--- src/rtl/mbssoc_mailbox.sv ---
// Inter-processor mailbox: one inbox FIFO per core behind the SoC bus,
// with registered read data and a per-core interrupt while an inbox holds data.
module mbssoc_mailbox #(
    parameter int                    DATA_WIDTH = 32,
    parameter int                    ADDR_WIDTH = 32,
    parameter logic [ADDR_WIDTH-1:0] BASE_ADDR  = 'h0000_FF00,
    parameter int                    DEPTH      = 4,
    parameter int                    CNT_W      = $clog2(DEPTH) + 1
) (
    input  logic                  clk,
    input  logic                  rst_n,
    input  logic                  ram_re,
    input  logic                  ram_we,
    input  logic                  wr_invalid,
    input  logic [ADDR_WIDTH-1:0] addr,
    input  logic                  cpu_sel,
    input  logic [DATA_WIDTH-1:0] wdata,
    output logic [DATA_WIDTH-1:0] rdata,
    output logic                  rdata_oe,
    output logic                  ack,
    output logic [1:0]            int_req
);

    localparam int PW = $clog2(DEPTH);
    localparam logic [ADDR_WIDTH-1:0] WIN_HI = BASE_ADDR + ADDR_WIDTH'(15);

    typedef enum logic [1:0] {
        R_TX = 2'd0,
        R_RX = 2'd1,
        R_ST = 2'd2,
        R_CT = 2'd3
    } reg_e;

    logic [DATA_WIDTH-1:0] mem_q [2][DEPTH];
    logic [PW-1:0]         wptr_q [2];
    logic [PW-1:0]         wptr_d [2];
    logic [PW-1:0]         rptr_q [2];
    logic [PW-1:0]         rptr_d [2];
    logic [CNT_W-1:0]      cnt_q [2];
    logic [CNT_W-1:0]      cnt_d [2];
    logic [1:0]            ie_q, ie_d;
    logic [1:0]            ovf_q, ovf_d;
    logic [1:0]            unf_q, unf_d;
    logic [DATA_WIDTH-1:0] rdata_q, rdata_d;
    logic                  oe_q, oe_d;
    logic                  ack_q, ack_d;

    logic [1:0]            full, empty;
    logic                  own, oth;
    logic                  hit, wr_ok, rd, push;
    reg_e                  sel;
    logic [DATA_WIDTH-1:0] status;

    // Register select works on addr[3:2] alone, so unaligned offsets alias.
    assign sel = reg_e'(addr[3:2] - BASE_ADDR[3:2]);
    assign own = cpu_sel;
    assign oth = ~cpu_sel;
    assign hit = (addr >= BASE_ADDR) && (addr <= WIN_HI) && (ram_re || ram_we);
    assign wr_ok = hit && ram_we && !wr_invalid;
    assign rd = hit && ram_re && !ram_we;

    always_comb begin
        for (int k = 0; k < 2; k++) begin
            full[k]  = (cnt_q[k] == CNT_W'(DEPTH));
            empty[k] = (cnt_q[k] == '0);
        end
    end

    always_comb begin
        status = '0;
        status[CNT_W-1:0] = cnt_q[own];
        status[8]  = full[own];
        status[9]  = empty[own];
        status[10] = ovf_q[own];
        status[11] = unf_q[own];
        status[16] = ie_q[own];
    end

    always_comb begin
        wptr_d  = wptr_q;
        rptr_d  = rptr_q;
        cnt_d   = cnt_q;
        ie_d    = ie_q;
        ovf_d   = ovf_q;
        unf_d   = unf_q;
        rdata_d = rdata_q;
        oe_d    = rd;
        ack_d   = hit;
        push    = 1'b0;
        if (wr_ok) begin
            unique case (sel)
                R_TX: begin
                    if (full[oth]) begin
                        ovf_d[own] = 1'b1;
                    end else begin
                        push        = 1'b1;
                        wptr_d[oth] = wptr_q[oth] + 1'b1;
                        cnt_d[oth]  = cnt_q[oth] + 1'b1;
                    end
                end
                R_CT: ie_d[own] = wdata[0];
                default: ;
            endcase
        end
        if (rd) begin
            unique case (sel)
                R_TX: rdata_d = '0;
                R_RX: begin
                    if (empty[own]) begin
                        rdata_d    = '0;
                        unf_d[own] = 1'b1;
                    end else begin
                        rdata_d     = mem_q[own][rptr_q[own]];
                        rptr_d[own] = rptr_q[own] + 1'b1;
                        cnt_d[own]  = cnt_q[own] - 1'b1;
                    end
                end
                R_ST: begin
                    rdata_d    = status;
                    ovf_d[own] = 1'b0;
                    unf_d[own] = 1'b0;
                end
                R_CT: rdata_d = DATA_WIDTH'(ie_q[own]);
                default: ;
            endcase
        end
    end

    always_ff @(posedge clk) begin
        if (push) begin
            mem_q[oth][wptr_q[oth]] <= wdata;
        end
    end

    always_ff @(posedge clk or negedge rst_n) begin
        if (!rst_n) begin
            wptr_q  <= '{default: '0};
            rptr_q  <= '{default: '0};
            cnt_q   <= '{default: '0};
            ie_q    <= '0;
            ovf_q   <= '0;
            unf_q   <= '0;
            rdata_q <= '0;
            oe_q    <= 1'b0;
            ack_q   <= 1'b0;
        end else begin
            wptr_q  <= wptr_d;
            rptr_q  <= rptr_d;
            cnt_q   <= cnt_d;
            ie_q    <= ie_d;
            ovf_q   <= ovf_d;
            unf_q   <= unf_d;
            rdata_q <= rdata_d;
            oe_q    <= oe_d;
            ack_q   <= ack_d;
        end
    end

    assign rdata    = rdata_q;
    assign rdata_oe = oe_q;
    assign ack      = ack_q;
    assign int_req  = ie_q & ~empty;

endmodule

--- config.mk ---
export PLATFORM = sky130hd
export DESIGN_NAME = mbssoc_mailbox
export DESIGN_NICKNAME = d
export VERILOG_FILES = /design/src/rtl/mbssoc_mailbox.sv
export SDC_FILE = /design/constraint.sdc
export NUM_CORES = 1
export LEC_CHECK = 0
export CAP_MARGIN = 30
export CELL_PAD_IN_SITES_DETAIL_PLACEMENT = 1
export CELL_PAD_IN_SITES_GLOBAL_PLACEMENT = 2
export CORE_ASPECT_RATIO = 1.4
export CORE_MARGIN = 4
export CORE_UTILIZATION = 45
export CTS_CLUSTER_SIZE = 30
export DETAILED_ROUTE_END_ITERATION = 10
export PLACE_DENSITY = 0.85
export SLEW_MARGIN = 20
export SYNTH_ARGS = -nofsm -noshare
export SYNTH_HDL_FRONTEND = slang
export SYNTH_SLANG_ARGS = --single-unit
--- constraint.sdc ---
create_clock -name clk -period 6.16 [get_ports clk]
set_clock_uncertainty 0.1 [all_clocks]
set_input_delay 0.616 -clock clk [delete_from_list [all_inputs] [get_ports clk]]
set_output_delay 0.616 -clock clk [all_outputs]
set_load 0.05 [all_outputs]
After elaboration in Yosys (flattened, before gate mapping)
Memory sizes are Yosys's and may differ from the RTL's.
Cells that the tools add are included.
Word-level totals
  bits in registers: 54
  memory bits (writable): 256
  input port bits: 70
  memories: 1
Cells by class
  $add $sub $neg: 4
  $lt $le $gt $ge: 12
  eq/ne operators: 6
  multiplexer cells: 64
  bitwise operators: 14
  reduce and logical (&&, ||, !) cells: 21
Memory list
  mem_q: words 2, width 128, read ports 1, clocked after Yosys merged registers in 0, wr ports 1, line 34  | logic [DATA_WIDTH-1:0] mem_q [2][DEPTH];
Operators by type and width (count)
  2-to-1 mux 128 bit: 1
  2-to-1 mux 32 bit: 4
  one-hot mux 32 bit (4 select lines): 1
  binary-select mux 32 bit (select 2 bit): 1
  demux 32 bit (select 2 bit): 1
  2-to-1 mux 6 bit: 6
  greater-or-equal comparator 32 x 16 -> 1 bit (second input constant): 1
  <= comparator 32 x 16 -> 1 bit (second input constant): 1
  2-to-1 mux 2 bit: 14
  2-to-1 mux 3 bit: 8
  2-to-1 mux 1 bit: 17
  bitwise mux 6 bit: 2
  logical AND 1 bit: 10
  AND reduction 3 bit: 3
  bitwise mux 4 bit: 2
  AND 2 bit: 3
  demux 3 bit (select 1 bit): 2
  equality test 3 bit (second input constant): 2
  greater-or-equal comparator 3 bit (second input constant): 2
  logical NOT 3 bit: 2
  inverter 2 -> 3 bit: 2
  adder 2 x 1 -> 2 bit (second input constant): 2
  demux 2 bit (select 1 bit): 2
  equality test 2 bit (second input constant): 2
  21 further kinds: 30

Longest topological paths before layout
  depth after elaboration: 14
  gate-level depth with buffers: 9
  depth with buffers taken out: 6

Worst setup path before layout
OpenSTA, ideal clock, no wires.
  path kind: in2reg
  start point: input port cpu_sel
  end point: memory mem_q[1][100] (netlist name) (enable)
  setup time: 392 ps
  data arrival time: 3052 ps
  required time: 5668 ps
  slack: 2616 ps
  stages: 7
  path buffers: 4
  cells stage by stage: buf_2 -> clkbuf_1 -> clkbuf_1 -> clkbuf_1 -> mux2i_1 -> ha_1 -> and2_1
Between the ends
  cells in the longest elaborated chain, start to end: 11
  elaborated cells on any way between the ends: 18
  classes of those cells: order compare (2); mux (12); bitwise (3); reduce/logical (1)
RTL lines
  from (decl): line 16  | input logic cpu_sel,
  inverter 1 bit: line 57  | assign oth = ~cpu_sel;
  inverter 1 -> 2 bit (not written as such): line 131  | mem_q[oth][wptr_q[oth]] <= wdata;
  2-to-1 mux 2 bit (not written as such) (3 in a row): line 131
  inverter 2 -> 3 bit (not written as such): line 131
  greater-or-equal comparator 3 bit (not written as such) or less-than comparator 3 x 1 -> 1 bit (tied branches): line 131
  logical AND 1 bit (not written as such): line 131
  2-to-1 mux 32 bit (not written as such): line 131
  demux 32 bit (select 2 bit): line 131
  2-to-1 mux 128 bit (not written as such): line 131
  to (decl): line 34
Several ways; a longest one is shown, not always the timed one. The select of a mux whose other input is x is not followed.

Final worst setup path
  start point: input port addr[6]
  end point: memory mem_q[1][74] (netlist name) (enable)
Between the ends
  cells in the longest elaborated chain, start to end: 8
  elaborated cells on any way between the ends: 9
  classes of those cells: order compare (2); mux (3); reduce/logical (4)
RTL lines
  from (decl): line 15  | input logic [ADDR_WIDTH-1:0] addr,
  greater-or-equal comparator 32 x 16 -> 1 bit or <= comparator 32 x 16 -> 1 bit (tied branches): line 58  | assign hit = (addr >= BASE_ADDR) && (addr <= WIN_HI) && (ram_re || ram_we);
  logical AND 1 bit (*) (2 in a row): line 58
  logical AND 1 bit (*) (2 in a row): line 59  | assign wr_ok = hit && ram_we && !wr_invalid;
  2-to-1 mux 1 bit (*): line 90  | if (wr_ok) begin
  2-to-1 mux 1 bit (*): line 130  | if (push) begin
  2-to-1 mux 128 bit (not written as such) (*): line 131
Mark *: on every way between the ends. The rest lies on a longest branch, timed or not.

==> metrics.md <==
| Metric | Value |
|---|---|
| Status | `complete, no violations` |
| MaxCap Viol Count | `0` |
| Distinct cells, synth | `48` |
| Crit path cell chain | `clkdlybuf4s50_1 > nor4_2 > or4b_1 > nor4b_4 > and2_2 > buf_16` |
| Synth Register Bits | `310` |
| GP Congestion | `0.7655` |
| NetSw | `0.0008198 W` |
| Clock network power share | `44.8%` |
| Synth area leader | `edfxtp_1` |
| Sw frac | `18.86%` |
| Pwr Total | `0.004346 W` |
| CTS tree | `built` |
| PortBufs | `103` |
| Crit path from | `addr[6]` |
| Type of origin of the critical path | `input pin` |
| Ys flop type | `edfxtp_1` |
| Routed len/inst | `23.77 um` |
| Post_cts resized | `0` |
| First-pass DRT Iterations | `4` |
| Layout Nets | `984` |
| Mapped cell area | `12570 um2` |
| Syn Nets | `880` |
| Die Height | `205.8 um` |
| PD cells | `284.5 nW/um2` |
| Clock sinks | `310` |
| Worst-Margin Slew | `0.8363 ns` |
| First-pass GRT wire length | `47.56 mm` |
| Clk buf depth | `3` |
| Core area | `27570 um2` |
| Worst skew pair latency | `0.54 ns` |
| R2R Setup Slk | `3.49 ns` |
| CP endpoint kind | `register` |
| CTS Buf Count | `28` |
| Worst-path fanout max | `20` |
| Hold WC Path Type | `input pin to asynchronous set/reset pin` |
| FFs w/ async S/R, synth | `17.42%` |
| WS Path Type | `input pin to register` |
| Post-CTS Setup Bufs | `0` |
| Initial antenna violation count | `1` |
| Worst path required time | `6.31 ns` |
| Initial core utilization | `45.61%` |
| Logic gate share of total power | `2.9%` |
| Leakage | `5.094 nW` |
| Grt ovf | `0` |
| Fmax | `0.2811 GHz` |
| Final antenna-violating net count | `0` |
| Cell Int Power | `0.003526 W` |
| Min Tclk post-route | `3.557 ns` |
| # diodes | `0` |
| Post-synthesis sequential area ratio | `71.89%` |
| Post-synth EDFFs | `256` |
| DIE AREA | `30720 um2` |
| Area growth from synthesis to layout | `21.48%` |
| Finish-stage setup viols | `0` |
| Hold Vio Cnt, Final | `0` |
| RSZ-0062 raised after global routing | `false` |
| DR iter-0 viols | `455` |
| Slew HR | `43.82%` |
| Synthesized area per cell | `15.64 um2` |
| Ys Warns | `0` |
| Setup Total Neg Slack | `0 ns` |
| Area share of the largest cell type after synthesis | `61.14%` |
| DP Area | `14200 um2` |
| R2R Path End | `mem_q[1][74]` |
| GRT Total Usage | `20.29%` |
| Die width | `149.3 um` |
| Util after Layout | `55.41%` |
| Vias | `7335` |
| Routed wire length | `30.91 mm` |
| Largest net degree at the start of global routing | `88` |
| Finished Layout Cells | `1300` |
| Max IR drop VDD | `0.2293 mV` |
| Vias in the first global route | `8189` |
| CP arrival | `3.70 ns` |
| Post-Syn Instances | `804` |
| Final count of pins violating max slew | `0` |
| Vias per inst | `5.642` |
| Row count | `72` |
| Final period utilization | `57.75%` |
| Layout cells sized above 1 | `12.15%` |
| Cell Count Post-Placement | `1247` |
| DRC viols | `0` |
| CP peak stage delay | `0.76 ns` |
| Clk slew on worst S/H paths | `0.06 ns` |
| Largest cells by area after synthesis | `edfxtp_1, dfrtp_1, mux2i_1` |
| Clock Tree Root | `clkbuf_16` |
| Post-DP HPWL | `18.90 mm` |
| Final instance area | `15270 um2` |
| Hold Buf Count CTS | `0` |
| I/O Pins | `106` |
| Worst R2R Path Depth | `4` |
| CP endpoint | `mem_q[1][74]` |
| H-tree depth | `1` |
| Reg2reg start | `cnt_q[2]` |
| Slowest CP cell | `and2_2` |
| Seq pwr share | `52.4%` |
==> layer usage <==
metal  vias up  track usage [%]  wire (um)
met1      3780            24.49      12410
met5         -                0         11
li1       3331                -          -
met4         2            5.725        659
met3        44            2.886       1223
met2       178            37.69      16600
==> synthesized netlist by cell type (all sizes together), types with 16 or more instances <==
cell type / number
clkbuf: 28
mux2: 16
a21oi: 62
buf: 22
nor2b: 54
dfrtp: 54
mux2i: 74
nand2: 29
edfxtp: 256
a211oi: 75
o21ai: 33
==> metrics by stage <==
step	setup WS [ns]	hold WS (ns)
finish	2.603	0.1599
global route	2.439	0.2077
CTS	2.551	0.1838
detailed placement	2.006	0.3737
global placement	1.958	0.3630
floorplan	2.616	0.2204
==> area by class of cell <==
class	count	area, um2
timing repair buffer	124	1366
clock buffer	41	840.8
fill	2618	12290
multi-input combinational	439	3328
clock inverter	11	216.5
sequential	310	9041
inverter	5	18.77
tap	370	462.9
==> kinds of logic (layout without fill, tap and decap cells) <==
group,after synthesis,count (layout),share of synthesized area [%]
AO/OA/AOI/OAI,187,187,9.285
XOR/XNOR,4,4,0.2787
adder cells (fa/ha/maj),6,6,0.5971
buffers and inverters,55,181,1.781
flip-flops,310,310,71.89
multiplexers,102,102,9.503
AND/OR/NAND/NOR,140,140,6.667
==> state kept, by name, summed over array words and instances, names as in the netlist, named ones only <==
| signal | cells |
|---|---|
| mem_q | 256 |
| rdata | 32 |
| cnt_q | 6 |
| rptr_q | 4 |
| wptr_q | 4 |
| ie_q | 2 |
| ovf_q | 2 |
| ack | 1 |
| rdata_oe | 1 |
==> worst max-delay path: cells and delay by family <==
family	cells	cell delay, ns
buf+inv	2	0.65
simple gates	4	2.41
==> cell usage in the layout, fill, tap and decap left out, drive strengths merged, types with 10 or more instances in the layout <==
cell           Yosys  final
nor2              12     12
clkdlybuf4s50      0    101
clkbuf            28     41
and2              10     10
o21ai             33     33
edfxtp           256    256
nor2b             54     54
nand2             29     29
buf               22     23
mux4              12     12
mux2              16     16
dfrtp             54     54
a211oi            75     75
a21oi             62     62
mux2i             74     74
==> power groups by stage <==
stage	Combinational, W	Clock, W	Sequential, W
2_1_floorplan	0.0000387	0	0.00232
3_3_place_gp	0.000118	0	0.00232
3_5_place_dp	0.000123	0	0.00232
4_1_cts	0.000125	0.00198	0.00227
5_1_grt	0.000135	0.00208	0.00227
6_report	0.000125	0.00195	0.00228
==> worst min-delay path by stage <==
stage	from	cells past startpoint	end
3_5_place_dp	rdata[20]	2	rdata[20]
4_1_cts	rst_n	2	rdata[10]
2_1_floorplan	rst_n	0	asynchronous set/reset pin
5_1_grt	rst_n	2	rdata[10]
6_report	rst_n	2	rdata[10]
3_3_place_gp	rdata[31]	2	rdata[31]
(Power assumes the default switching activity.)
